==> src/rtl/snoop_responder.sv <==
// rtl/snoop_responder.sv - MESI snoop responder: L1 lookup, bus answer, downgrade/invalidate, M write-back
module snoop_responder #(
  parameter int INDEX_BITS  = 6,
  parameter int OFFSET_BITS = 2,
  parameter int TAG_BITS    = 32 - INDEX_BITS - OFFSET_BITS
) (
  input  logic                  clk,
  input  logic                  reset,
  input  logic [1:0]            snoop_op_in,
  input  logic [31:0]           snoop_addr_in,
  output logic                  snoop_hit_out,
  output logic [31:0]           snoop_data_out,
  output logic                  snoop_busy,
  output logic                  arr_req,
  output logic [INDEX_BITS-1:0] arr_index,
  input  logic [TAG_BITS-1:0]   arr_rtag,
  input  logic [1:0]            arr_rstate,
  input  logic [31:0]           arr_rdata,
  output logic                  arr_we,
  output logic [1:0]            arr_wstate,
  output logic                  wb_valid,
  output logic [31:0]           wb_addr,
  output logic [31:0]           wb_data,
  output logic                  protocol_err
);
  localparam logic [1:0] ST_IDLE    = 2'd0;
  localparam logic [1:0] ST_LOOKUP  = 2'd1;
  localparam logic [1:0] ST_RESPOND = 2'd2;
  localparam logic [1:0] ST_HOLD    = 2'd3;

  localparam logic [1:0] OP_RD   = 2'd0;
  localparam logic [1:0] OP_UPGR = 2'd1;
  localparam logic [1:0] OP_NONE = 2'd3;

  localparam logic [1:0] MESI_I = 2'd0;
  localparam logic [1:0] MESI_S = 2'd1;
  localparam logic [1:0] MESI_E = 2'd2;
  localparam logic [1:0] MESI_M = 2'd3;

  logic [1:0]  state_q, state_d;
  logic [1:0]  op_q, op_d;
  logic [31:0] addr_q, addr_d;
  logic        hit_q, hit_d;
  logic [31:0] data_q, data_d;
  logic        wb_valid_q, wb_valid_d;
  logic [31:0] wb_addr_q, wb_addr_d;
  logic [31:0] wb_data_q, wb_data_d;
  logic        perr_q, perr_d;
  logic        line_hit;
  logic [1:0]  new_state;

  always_comb begin
    state_d    = state_q;
    op_d       = op_q;
    addr_d     = addr_q;
    hit_d      = hit_q;
    data_d     = data_q;
    wb_valid_d = 1'b0;
    wb_addr_d  = wb_addr_q;
    wb_data_d  = wb_data_q;
    perr_d     = perr_q;
    line_hit   = (arr_rstate != MESI_I) && (arr_rtag == addr_q[31 -: TAG_BITS]);
    new_state  = arr_rstate;
    if (line_hit) begin
      new_state = (op_q == OP_RD) ? MESI_S : MESI_I;
    end

    case (state_q)
      ST_IDLE: begin
        if (snoop_op_in != OP_NONE) begin
          op_d    = snoop_op_in;
          addr_d  = snoop_addr_in;
          state_d = ST_LOOKUP;
        end
      end
      ST_LOOKUP: state_d = ST_RESPOND;
      ST_RESPOND: begin
        state_d = ST_HOLD;
        hit_d   = line_hit;
        data_d  = (line_hit && op_q != OP_UPGR) ? arr_rdata : 32'd0;
        if (line_hit && op_q != OP_UPGR && arr_rstate == MESI_M) begin
          wb_valid_d = 1'b1;
          wb_addr_d  = {addr_q[31:OFFSET_BITS], {OFFSET_BITS{1'b0}}};
          wb_data_d  = arr_rdata;
        end
        // Another core upgrading a line we own exclusively means the protocol broke.
        if (line_hit && op_q == OP_UPGR && (arr_rstate == MESI_E || arr_rstate == MESI_M)) begin
          perr_d = 1'b1;
        end
      end
      ST_HOLD: begin
        if (snoop_op_in == OP_NONE || snoop_op_in != op_q || snoop_addr_in != addr_q) begin
          state_d = ST_IDLE;
          hit_d   = 1'b0;
          data_d  = 32'd0;
        end
      end
      default: state_d = ST_IDLE;
    endcase
  end

  always_ff @(posedge clk) begin
    if (!reset) begin
      state_q    <= ST_IDLE;
      op_q       <= OP_NONE;
      addr_q     <= 32'd0;
      hit_q      <= 1'b0;
      data_q     <= 32'd0;
      wb_valid_q <= 1'b0;
      wb_addr_q  <= 32'd0;
      wb_data_q  <= 32'd0;
      perr_q     <= 1'b0;
    end else begin
      state_q    <= state_d;
      op_q       <= op_d;
      addr_q     <= addr_d;
      hit_q      <= hit_d;
      data_q     <= data_d;
      wb_valid_q <= wb_valid_d;
      wb_addr_q  <= wb_addr_d;
      wb_data_q  <= wb_data_d;
      perr_q     <= perr_d;
    end
  end

  assign snoop_busy     = (state_q == ST_LOOKUP) || (state_q == ST_RESPOND);
  assign arr_req        = (state_q == ST_LOOKUP);
  assign arr_index      = snoop_busy ? addr_q[OFFSET_BITS +: INDEX_BITS] : '0;
  // Gating with reset drops the state update when reset lands in RESPOND.
  assign arr_we         = (state_q == ST_RESPOND) && reset && line_hit && (new_state != arr_rstate);
  assign arr_wstate     = arr_we ? new_state : MESI_I;
  assign snoop_hit_out  = hit_q;
  assign snoop_data_out = data_q;
  assign wb_valid       = wb_valid_q;
  assign wb_addr        = wb_addr_q;
  assign wb_data        = wb_data_q;
  assign protocol_err   = perr_q;
endmodule

==> config.mk <==
export PLATFORM = sky130hd
export DESIGN_NAME = snoop_responder
export DESIGN_NICKNAME = d
export VERILOG_FILES = /design/src/rtl/snoop_responder.sv
export SDC_FILE = /design/constraint.sdc
export NUM_CORES = 1
export LEC_CHECK = 0
export BUFFER_PORTS_ARGS = -buffer_cell sky130_fd_sc_hd__buf_2
export CAP_MARGIN = 5
export CORE_ASPECT_RATIO = 1.4
export CORE_MARGIN = 1
export CORE_UTILIZATION = 49
export CTS_BUF_LIST = sky130_fd_sc_hd__clkbuf_8 sky130_fd_sc_hd__clkbuf_16
export DETAILED_ROUTE_END_ITERATION = 10
export HOLD_SLACK_MARGIN = 0.06
export PLACE_DENSITY = 0.8
export SLEW_MARGIN = 15
export SYNTH_ARGS = -nofsm -noshare
export SYNTH_HDL_FRONTEND = slang
export SYNTH_SLANG_ARGS = --single-unit
==> constraint.sdc <==
create_clock -name clk -period 2.6 [get_ports clk]
set_clock_uncertainty 0.15 [all_clocks]
set_input_delay 0 -clock clk [delete_from_list [all_inputs] [get_ports clk]]
set_output_delay 0 -clock clk [all_outputs]
set_load 0.01 [all_outputs]
==> impl_results.md, run 1 <==
- Async SR Flop Fraction: 0%
- CTS Buffer Depth: 2
- Maxcap violations: 0
- Top FF cell, synth: dfxtp_1
- Row count: 44
- Initial Utilization: 51.24%
- RSZ-0062 raised after global routing: yes
- Vias per inst: 5.182
- Final GP Congestion: 0.8100
- Number of global-route vias before repair: 5194
- Final Cell Area: 0.008059 mm^2
- Pin count of the biggest net entering global routing: 39
- Final Critical Period: 2.586 ns
- First-pass GRT wire length: 25050 um
- Clk Latency, worst-skew pair: 0.40 ns
- Hold/Removal Path Class: input pin to flop
- # fillers: 685
- Final count of pins violating max slew: 0
- Die footprint: 0.01142 mm^2
- Worst Slack Setup Final: 0.01381 ns
- Area delta synth->final: 49.58%
- Floorplan core area: 0.01052 mm^2
- First-pass DRT Iterations: 4
- Detail Placement HPWL: 10370 um
- Clk sinks: 133
- Commonest non-fill, non-tap cell in the layout: buf_2
- DRC Markers: 0
- Share of layout cells above drive strength 1: 35.02%
- # port buffers: 200
- Die Span X: 90.62 um
- Critical Path AT: 2.44 ns
- Non-filler cells, final: 989
- Status: finished, final reports clean
- FF-to-FF setup slack: 0.06 ns
- Final core occ: 76.64%
- Worst-path clk slew: 0.06 ns
- CTS tree: built
- Area of the multi-input gates: 0.002586 mm^2
- Crit-path max FO: 4
- Max Clock Freq: 0.3867 GHz
- 1st-iter DRT viols: 150
- Post-place instance area: 0.006549 mm^2
- Vias: 5125
- NumNets Final: 937
- Mapped Cells: 553
- Dpl cells: 875
- Syn avg cell area: 9.743 um^2
- TritonCTS Buffers: 17
- FF+latch count, synth: 133
- Critical path class: flop to output port
- Register area share after synthesis: 49.42%
- Sequential cell area: 0.002669 mm^2
- EDFF count, synth: 0
- Type of origin of the critical path: flop
- Die H: 126.1 um
- Crit. End Element: output port
- Final ANT Viol Nets: 0
- Pwr dens: 726.5 mW/mm^2
- Required time worst endpoint: 2.45 ns
- Root Buffer: clkbuf_16
- Cell Area, Synth: 0.005388 mm^2
- Max H-tree Level: 4
- Tightest Pin Transition: 0.5448 ns
- Most frequent cells in the layout: 200 x buf_2, 130 x dfxtp_1, 73 x dlygate4sd3_1
- Yosys cell types: 31
- Pre-CTS WS: -0.03463 ns
- Routed Wire Length: 16250 um
- Final setup fails: 0
- Ant diodes: 0
- Total GRT Usage: 27.89%
- Remaining Overflow, GRT: 0
- I/O Pins: 204
- Rel. slew slack: 63.35%
- Leak: 0.003711 uW
- VDD IR-drop max: 0.0005084 V
- Wire length per cell: 16.43 um
- Hold Vio Cnt, Final: 0
- Initial antenna violation count: 0
- Tcrit/Tclk final: 99.47%
- Yosys warning count: 0
-- registers in the layout, indices dropped and copies added (netlist names) --
name / count
wb_valid: 1
snoop_hit_out: 1
op_q: 2
wb_addr: 30
addr_q: 32
wb_data: 32
protocol_err: 1
snoop_data_out: 32
state_q: 2
-- power breakdown --
group	internal [uW]	switching [uW]	leakage, uW	total, uW
Combinational	459	631	0.00233	1090
Clock	1580	870	0.000303	2450
Sequential	2160	147	0.00108	2310
Total	4210	1650	0.00371	5850
-- worst max-delay path: stages (launching register included) --
cell	delay, ns
dfxtp_4	0.36
xor2_1	0.18
nor4_2	0.39
nand4_1	0.18
or3_4	0.40
or2_4	0.25
nor4_4	0.11
buf_2	0.18
-- cell usage after synthesis (all sizes together), types with 7 or more instances --
cell type / number / share of area [%]
nand2: 71 / 4.9
a22o: 32 / 5.9
mux2i: 62 / 12
nor2: 69 / 4.8
dfxtp: 133 / 49
nor4: 17 / 2.3
a21oi: 36 / 3.3
xor2: 52 / 8.5
buf: 16 / 2.1
and2: 7 / 0.81
clkbuf: 17 / 1.2
-- through the flow --
step / total power, uW / hold WS [ns] / TNS, ns
final: 5855 / 0.1043 / 0
after floorplan: 2931 / -0.07377 / 0
after detailed placement: 3304 / 0.08560 / -0.08644
after global placement: 3267 / 0.07860 / 0
after CTS: 5847 / 0.07210 / -0.1674
after global routing: 6077 / 0.1201 / -0.1850
-- final timing paths --
path | startpoint | endpoint | cells past startpoint
max | addr_q[16] | arr_wstate[0] | 7
min | arr_rtag[2] | wb_valid | 6
max reg2reg | addr_q[16] | wb_addr[12] | 10
min reg2reg | addr_q[0] | addr_q[0] | 2
-- metal layers --
layer  up-vias  GRT usage (%)  part of all wire, %
met4         0          14.90                  3.6
met3        40          6.099                  5.6
li1       2441              -                    -
met5         -              0                    0
met1      2416          29.45                   38
met2       228          51.07                   53
-- repair_timing --
action | CTS | global route
pin swaps | 3 | 3
buffers inserted | 3 | 4
endpoints found under the setup margin | 21 | 96
resized for setup | 8 | 6
cloned | 1 | 1
hold buffers | 73 | 0
hold endpoints to repair | 102 | 0
-- final cells by class --
type	count	share of cell area, %
sequential	133	33.12
multi-input combinational	385	32.09
timing repair buffer	297	24.75
clock buffer	20	5.791
tap	138	2.143
clock inverter	12	1.910
inverter	4	0.2018
-- logic make-up after synthesis --
group,share of synthesized area (%)
DFF,49.42
adders and majority gates,1.161
xor gates and xnor gates,9.429
other,0.06960
and+or+nand+nor,14.79
muxes,11.52
AOI/OAI and AO/OA,10.06
buffers and inverters,3.553
(Power assumes the default switching activity.)
==> run 2, diff against run 1 <==
--- a/config.mk
+++ b/config.mk
@@ -5,15 +5,15 @@
 export SDC_FILE = /design/constraint.sdc
 export NUM_CORES = 1
 export LEC_CHECK = 0
-export BUFFER_PORTS_ARGS = -buffer_cell sky130_fd_sc_hd__buf_2
 export CAP_MARGIN = 5
 export CORE_ASPECT_RATIO = 1.4
 export CORE_MARGIN = 1
-export CORE_UTILIZATION = 49
+export CORE_UTILIZATION = 55
 export CTS_BUF_LIST = sky130_fd_sc_hd__clkbuf_8 sky130_fd_sc_hd__clkbuf_16
 export DETAILED_ROUTE_END_ITERATION = 10
+export DONT_BUFFER_PORTS = 1
 export HOLD_SLACK_MARGIN = 0.06
-export PLACE_DENSITY = 0.8
+export PLACE_DENSITY = 0.7
 export SLEW_MARGIN = 15
 export SYNTH_ARGS = -nofsm -noshare
 export SYNTH_HDL_FRONTEND = slang
==> run 2 against run 1 <==
Compared with the run above:
- sequential power about the same
- critical path depth unchanged
- non-clock buffer count down 189
- die area fell by 11%
- total power decreased by 3.0%
- utilization decreased by 0.89 points
- sequential share of layout area up 4.0 points
- combinational power decreased by 6%
- first-iteration DRC count up 41%
==> impl_results.md, run 2 (synthesis results as in run 1) <==
- Die footprint: 0.01020 mm^2 (-11%)
- Leak: 0.002810 uW (-24%)
- First-pass GRT wire length: 23560 um (-6.0%)
- Crit path max-delay family: simple AND/OR/NAND/NOR gates
- Die H: 119.1 um (-5.5%)
- Area delta synth->final: 33.74%
- Most frequent cells in the layout: 128 x dfxtp_1, 79 x dlygate4sd3_1, 71 x nand2_1
- Total GRT Usage: 30.21% (+2.3 points)
- Number of global-route vias before repair: 4591 (-12%)
- Area of the multi-input gates: 0.002597 mm^2 (+0.44%)
- Initial antenna violation count: 0 (unchanged)
- Clk Latency, worst-skew pair: 0.41 ns (about the same)
- NumNets Final: 748 (-20%)
- Hold Vio Cnt, Final: 0 (unchanged)
- Worst r2r dst: op_q[1]
- CP most frequent cell: nor4_4
- CTS Buffer Depth: 2 (unchanged)
- Max Clock Freq: 0.3856 GHz (-0.29%)
- Hold Startpoint: snoop_op_in[0]
- Clk sinks: 133 (unchanged)
- Final GP Congestion: 0.8113 (+0.16%)
- CTS tree: built
- R2r worst-path depth: 7 (-3)
- Dpl cells: 672 (-23%)
- Endpoint, Worst Hold: state_q[1]
- Sequential share of power: 40.9% (+1.5 points)
- Sequential cell area: 0.002674 mm^2 (+0.19%)
- Detail Placement HPWL: 9513 um (-8.3%)
- Root Buffer: clkbuf_16
- Int Power: 4034 uW (-4.1%)
- Die Span X: 85.65 um (-5.5%)
- Final setup fails: 0 (unchanged)
- Worst-path clk slew: 0.06 ns (about the same)
- Max H-tree Level: 4 (unchanged)
- Critical path class: flop to output port
- RSZ-0062 raised after global routing: yes
- # port buffers: 0 (-100%)
- Crit. End Element: output port
- Total power: 5678 uW (-3.0%)
- Required time worst endpoint: 2.45 ns (about the same)
- Final ANT Viol Nets: 0 (unchanged)
- Vias per inst: 5.589 (+7.9%)
- Final Critical Period: 2.594 ns (+0.007399 ns)
- Critical-path cell list: xor2_1 > nor4_4 > nand4_1 > or3_4 > or2_4 > nor4_4 > buf_4
- Remaining Overflow, GRT: 0 (unchanged)
- Commonest non-fill, non-tap cell in the layout: dfxtp_1
- Clock network power share: 41.2% (-0.7 points)
- Initial Utilization: 56.64% (+5.4 points)
- Hold/Removal Path Class: input pin to flop
- Final Cell Area: 0.007206 mm^2 (-11%)
- Post-place instance area: 0.005600 mm^2 (-14%)
- Row count: 42 (-4.5%)
- Critical Path Slowest Stage Cell: or3_4
- Type of origin of the critical path: flop
- 1st-iter DRT viols: 212 (+41%)
- Floorplan core area: 0.009512 mm^2 (-9.5%)
- FF-to-FF setup slack: 0.12 ns (+0.06 ns)
- I/O Pins: 204 (unchanged)
- Final count of pins violating max slew: 0 (unchanged)
- Routed Wire Length: 15410 um (-5.2%)
- DRC Markers: 0 (unchanged)
- Crit-path max FO: 2 (-2)
- TritonCTS Buffers: 17 (unchanged)
- First-pass DRT Iterations: 4 (unchanged)
- Non-filler cells, final: 793 (-20%)
- Maxcap violations: 0 (unchanged)
- Setup TNS: 0 ns (unchanged)
- Pin count of the biggest net entering global routing: 45 (+15%)
- Pwr dens: 788.0 mW/mm^2 (+8.5%)
- Share of layout cells above drive strength 1: 15.89% (-19 points)
- Combinational share of power: 17.9% (-0.7 points)
- Tcrit/Tclk final: 99.75% (+0.28 points)
- Ant diodes: 0 (unchanged)
- Number of buffers and inverters on the critical path: 1 (unchanged)
- VDD IR-drop max: 0.0004572 V (-10%)
- Net switching power: 1643 uW (-0.30%)
- Wire length per cell: 19.43 um (+18%)
- Critical Path AT: 2.44 ns (about the same)
- # fillers: 648 (-5.4%)
- Hold Crit Depth: 6 (unchanged)
- Max incr delay on CP: 0.37 ns (-0.03 ns)
- Switch share: 28.94% (+0.79 points)
- R2r startpoint: state_q[0]
- Status: finished, final reports clean
- Vias: 4432 (-14%)
run 2: changes by cell type in the layout (fill, tap and decap cells not counted), moves of 2 or more:
cell,previous run,this run
buf_2,200,0
dlygate4sd3_1,73,79
buf_12,3,8
clkinv_2,3,5
dfxtp_1,130,128
run 2: worst register-to-register path, stage by stage, from the launching register on:
cell and delay, ns:
dfxtp_1 0.38, inv_1 0.10, ha_1 0.25, nand2_1 0.23, nor2_1 0.06, dlygate4sd3_1 0.55
o21ai_0 0.14, dlygate4sd3_1 0.57
run 2: layer usage:
metal / vias to the layer above / GRT usage (%) / part of all wire [%]
met5: - / 0 / 0
met1: 2097 / 32.24 / 37
met2: 223 / 52.00 / 52
met3: 40 / 10.19 / 7.9
li1: 2072 / - / -
met4: 0 / 16.04 / 3.6
run 2: how the worst max path moves through the flow:
stage | startpoint | endpoint | slack [ns] | cells past startpoint
final | addr_q[16] | arr_wstate[0] | 0.006 | 7
after CTS | addr_q[19] | arr_wstate[0] | -0.08 | 7
after global placement | addr_q[24] | snoop_data_out[5] | 0.003 | 7
after global routing | addr_q[8] | arr_wstate[0] | -0.11 | 7
after floorplan | addr_q[18] | snoop_data_out[0] | 0.45 | 7
after detailed placement | addr_q[24] | arr_wstate[0] | -0.02 | 7
run 2: final cells by class:
cell class / instances / share of cell area [%]
Timing Repair Buffer: 108 / 16.24
Tap cell: 132 / 2.292
Clock inverter: 12 / 1.806
Inverter: 4 / 0.2257
Multi-Input combinational cell: 385 / 36.05
Clock buffer: 19 / 6.286
Sequential cell: 133 / 37.11
run 2: power by group through the flow:
| stage | clock network (uW) | registers (uW) | logic [uW] |
|---|---|---|---|
| 6_report | 2340 | 2320 | 1020 |
| 5_1_grt | 2460 | 2330 | 1100 |
| 4_1_cts | 2360 | 2310 | 971 |
| 3_5_place_dp | 0 | 2350 | 819 |
| 3_3_place_gp | 0 | 2340 | 800 |
| 2_1_floorplan | 0 | 2320 | 614 |
run 2: timing repair:
action	in CTS	in global routing
hold endpoints to repair	110	0
hold buffers	79	0
cloned	2	1
pin swaps	6	6
buffers inserted	9	2
endpoints found under the setup margin	34	96
resized for setup	12	8
run 2: through the flow:
step	hold slack, ns	utilization (%)	worst slack, ns
6_report	0.08058	75.76	0.006411
5_1_grt	0.1306	75.76	-0.1135
4_1_cts	0.06831	75.26	-0.07869
3_5_place_dp	-0.06522	58.88	-0.02170
3_3_place_gp	-0.06895	58.88	0.002758
2_1_floorplan	-0.07377	-	0.4473
==> run 3, diff against run 2 <==
--- a/config.mk
+++ b/config.mk
@@ -13,7 +13,7 @@
 export DETAILED_ROUTE_END_ITERATION = 10
 export DONT_BUFFER_PORTS = 1
 export HOLD_SLACK_MARGIN = 0.06
-export PLACE_DENSITY = 0.7
+export PLACE_DENSITY = 0.71
 export SLEW_MARGIN = 15
 export SYNTH_ARGS = -nofsm -noshare
 export SYNTH_HDL_FRONTEND = slang
==> run 3 against run 2 <==
Compared with the run above:
- cell area is 6.0% higher
- sequential share of layout area fell by 2.0 points
- routed wire length up 16%
- critical path depth unchanged
- final cell count rose by 4.4%
- utilization is 4.5 points higher
- flip-flop and latch count unchanged
- maximum frequency increased by 2.0%
- hold slack better by 0.011 ns
- non-clock buffer count rose by 35
==> impl_results.md, run 3 (synthesis results as in run 1) <==
- Die H: 119.1 um (unchanged)
- Worst-path clk slew: 0.06 ns (about the same)
- R2r startpoint: addr_q[21]
- Vias per inst: 5.784 (+3.5%)
- Worst Slack Setup Final: 0.05699 ns (+0.05058 ns)
- Hold Vio Cnt, Final: 0 (unchanged)
- Area of the multi-input gates: 0.002650 mm^2 (+2.0%)
- DRC Markers: 0 (unchanged)
- Clk sinks: 133 (unchanged)
- Crit-path max FO: 2 (unchanged)
- Critical path class: flop to output port
- Required time worst endpoint: 2.45 ns (about the same)
- Setup TNS: 0 ns (unchanged)
- Hold Crit Depth: 6 (unchanged)
- Status: finished, final reports clean
- R2r worst-path depth: 10 (+3)
- Hold/Removal Path Class: input pin to flop
- # fillers: 535 (-17%)
- I/O Pins: 204 (unchanged)
- Pre-CTS WS: -0.06337 ns (-0.04166 ns)
- Area delta synth->final: 41.73%
- Critical path launch point: addr_q[21]
- Maxcap violations: 0 (unchanged)
- Root Buffer: clkbuf_16
- Initial Utilization: 56.64% (unchanged)
- Endpoint, Worst Hold: state_q[1]
- NumNets Final: 783 (+4.7%)
- Dpl cells: 671 (-0.15%)
- Leak: 0.003030 uW (+7.8%)
- Max H-tree Level: 4 (unchanged)
- Crit. End Element: output port
- Pin count of the biggest net entering global routing: 72 (+60%)
- Remaining Overflow, GRT: 0 (unchanged)
- Die Span X: 85.65 um (unchanged)
- Row count: 42 (unchanged)
- Vias: 4789 (+8.1%)
- Pwr dens: 790.1 mW/mm^2 (+0.28%)
- First-pass DRT Iterations: 4 (unchanged)
- Ant diodes: 0 (unchanged)
- Rel. slew slack: 49.32%
- CTS Buffer Depth: 2 (unchanged)
- Share of layout cells above drive strength 1: 18.10% (+2.2 points)
- Non-filler cells, final: 828 (+4.4%)
- Tightest Pin Transition: 0.7578 ns
- CTS tree: built
- Worst r2r dst: wb_data[27]
- VDD IR-drop max: 0.0005842 V (+28%)
- Wire length per cell: 21.53 um (+11%)
- Number of global-route vias before repair: 4946 (+7.7%)
- Floorplan core area: 0.009512 mm^2 (unchanged)
- Final ANT Viol Nets: 0 (unchanged)
- Type of origin of the critical path: flop
- Initial antenna violation count: 0 (unchanged)
- Detail Placement HPWL: 9294 um (-2.3%)
- Critical Path AT: 2.39 ns (-0.05 ns)
- Commonest non-fill, non-tap cell in the layout: dfxtp_1
- FF-to-FF setup slack: 0.08 ns (-0.04 ns)
- Final Critical Period: 2.543 ns (-0.05058 ns)
- Final GP Congestion: 0.8643 (+6.5%)
- Max Clock Freq: 0.3932 GHz (+2.0%)
- Sequential cell area: 0.002684 mm^2 (+0.37%)
- Tcrit/Tclk final: 97.81% (-1.9 points)
- First-pass GRT wire length: 25410 um (+7.9%)
- TritonCTS Buffers: 17 (unchanged)
- Routed Wire Length: 17830 um (+16%)
- Final setup fails: 0 (unchanged)
- # port buffers: 0 (unchanged)
- 1st-iter DRT viols: 285 (+34%)
- Clk Latency, worst-skew pair: 0.41 ns (about the same)
- Total GRT Usage: 32.49% (+2.3 points)
- Most frequent cells in the layout: 122 x dfxtp_1, 109 x dlygate4sd3_1, 71 x nand2_1
- Die footprint: 0.01020 mm^2 (unchanged)
- Hold Startpoint: snoop_op_in[0]
- RSZ-0062 raised after global routing: yes
- Final count of pins violating max slew: 0 (unchanged)
run 3: cell types whose count changed in the layout (fill, tap and decap cells not counted), moves of 2 or more:
| cell | change |
|---|---|
| buf_12 | -3 |
| xor2_2 | +4 |
| xor2_1 | -4 |
| nor4_2 | +2 |
| dfxtp_2 | +5 |
| buf_4 | +3 |
| dfxtp_1 | -6 |
| clkbuf_16 | +3 |
| dlygate4sd3_1 | +30 |
| buf_6 | +3 |
| nor4_1 | -2 |
run 3: worst max path at each step:
stage / endpoint
CTS: arr_wstate[0]
floorplan: snoop_data_out[0]
detailed placement: arr_wstate[0]
global route: arr_wstate[0]
finish: arr_wstate[0]
global placement: snoop_data_out[0]
run 3: per-stage QoR:
step | hold slack, ns | area [um^2] | total power, uW | util (%)
final | 0.09187 | 7636 | 6034 | 80.28
after global routing | 0.1283 | 7636 | 6236 | 80.28
after CTS | 0.06155 | 7405 | 5871 | 77.85
after detailed placement | -0.06536 | 5580 | 3186 | 58.67
after global placement | -0.06953 | 5580 | 3155 | 58.67
after floorplan | -0.07377 | 5395 | 2931 | -
run 3: critical path: stages, from the launching register on:
cell	delay (ns)
dfxtp_4	0.35
xor2_2	0.19
nor4_2	0.32
nand4_1	0.18
or3_4	0.37
or2_4	0.26
nor4_4	0.14
buf_4	0.17
run 3: metal layers:
layer	up-vias	track usage, %	wire (um)
met4	0	18.02	789
li1	2136	-	-
met1	2300	34.49	6554
met3	70	9.009	1310
met5	-	0	0
met2	283	57.15	9173
run 3: repair_timing:
item,in CTS,in global routing
hold endpoints to repair,112,0
setup buffers,7,7
resized for setup,12,27
setup endpoints to repair,35,96
hold buffers,109,0
cloned,1,4
pin swaps,5,14
run 3: layout make-up:
| class | count | area share [%] |
|---|---|---|
| Inverter | 4 | 0.2130 |
| Clock inverter | 12 | 2.015 |
| Clock buffer | 19 | 5.932 |
| Tap cell | 132 | 2.163 |
| Timing Repair Buffer | 143 | 19.83 |
| Multi-Input combinational cell | 385 | 34.70 |
| Sequential cell | 133 | 35.15 |
run 3: where the power goes:
| part | switching, uW | leakage (uW) | internal [uW] | total (uW) |
|---|---|---|---|---|
| sequential | 164 | 0.00108 | 2170 | 2330 |
| clock | 895 | 0.000291 | 1550 | 2450 |
| combinational | 706 | 0.00166 | 545 | 1250 |
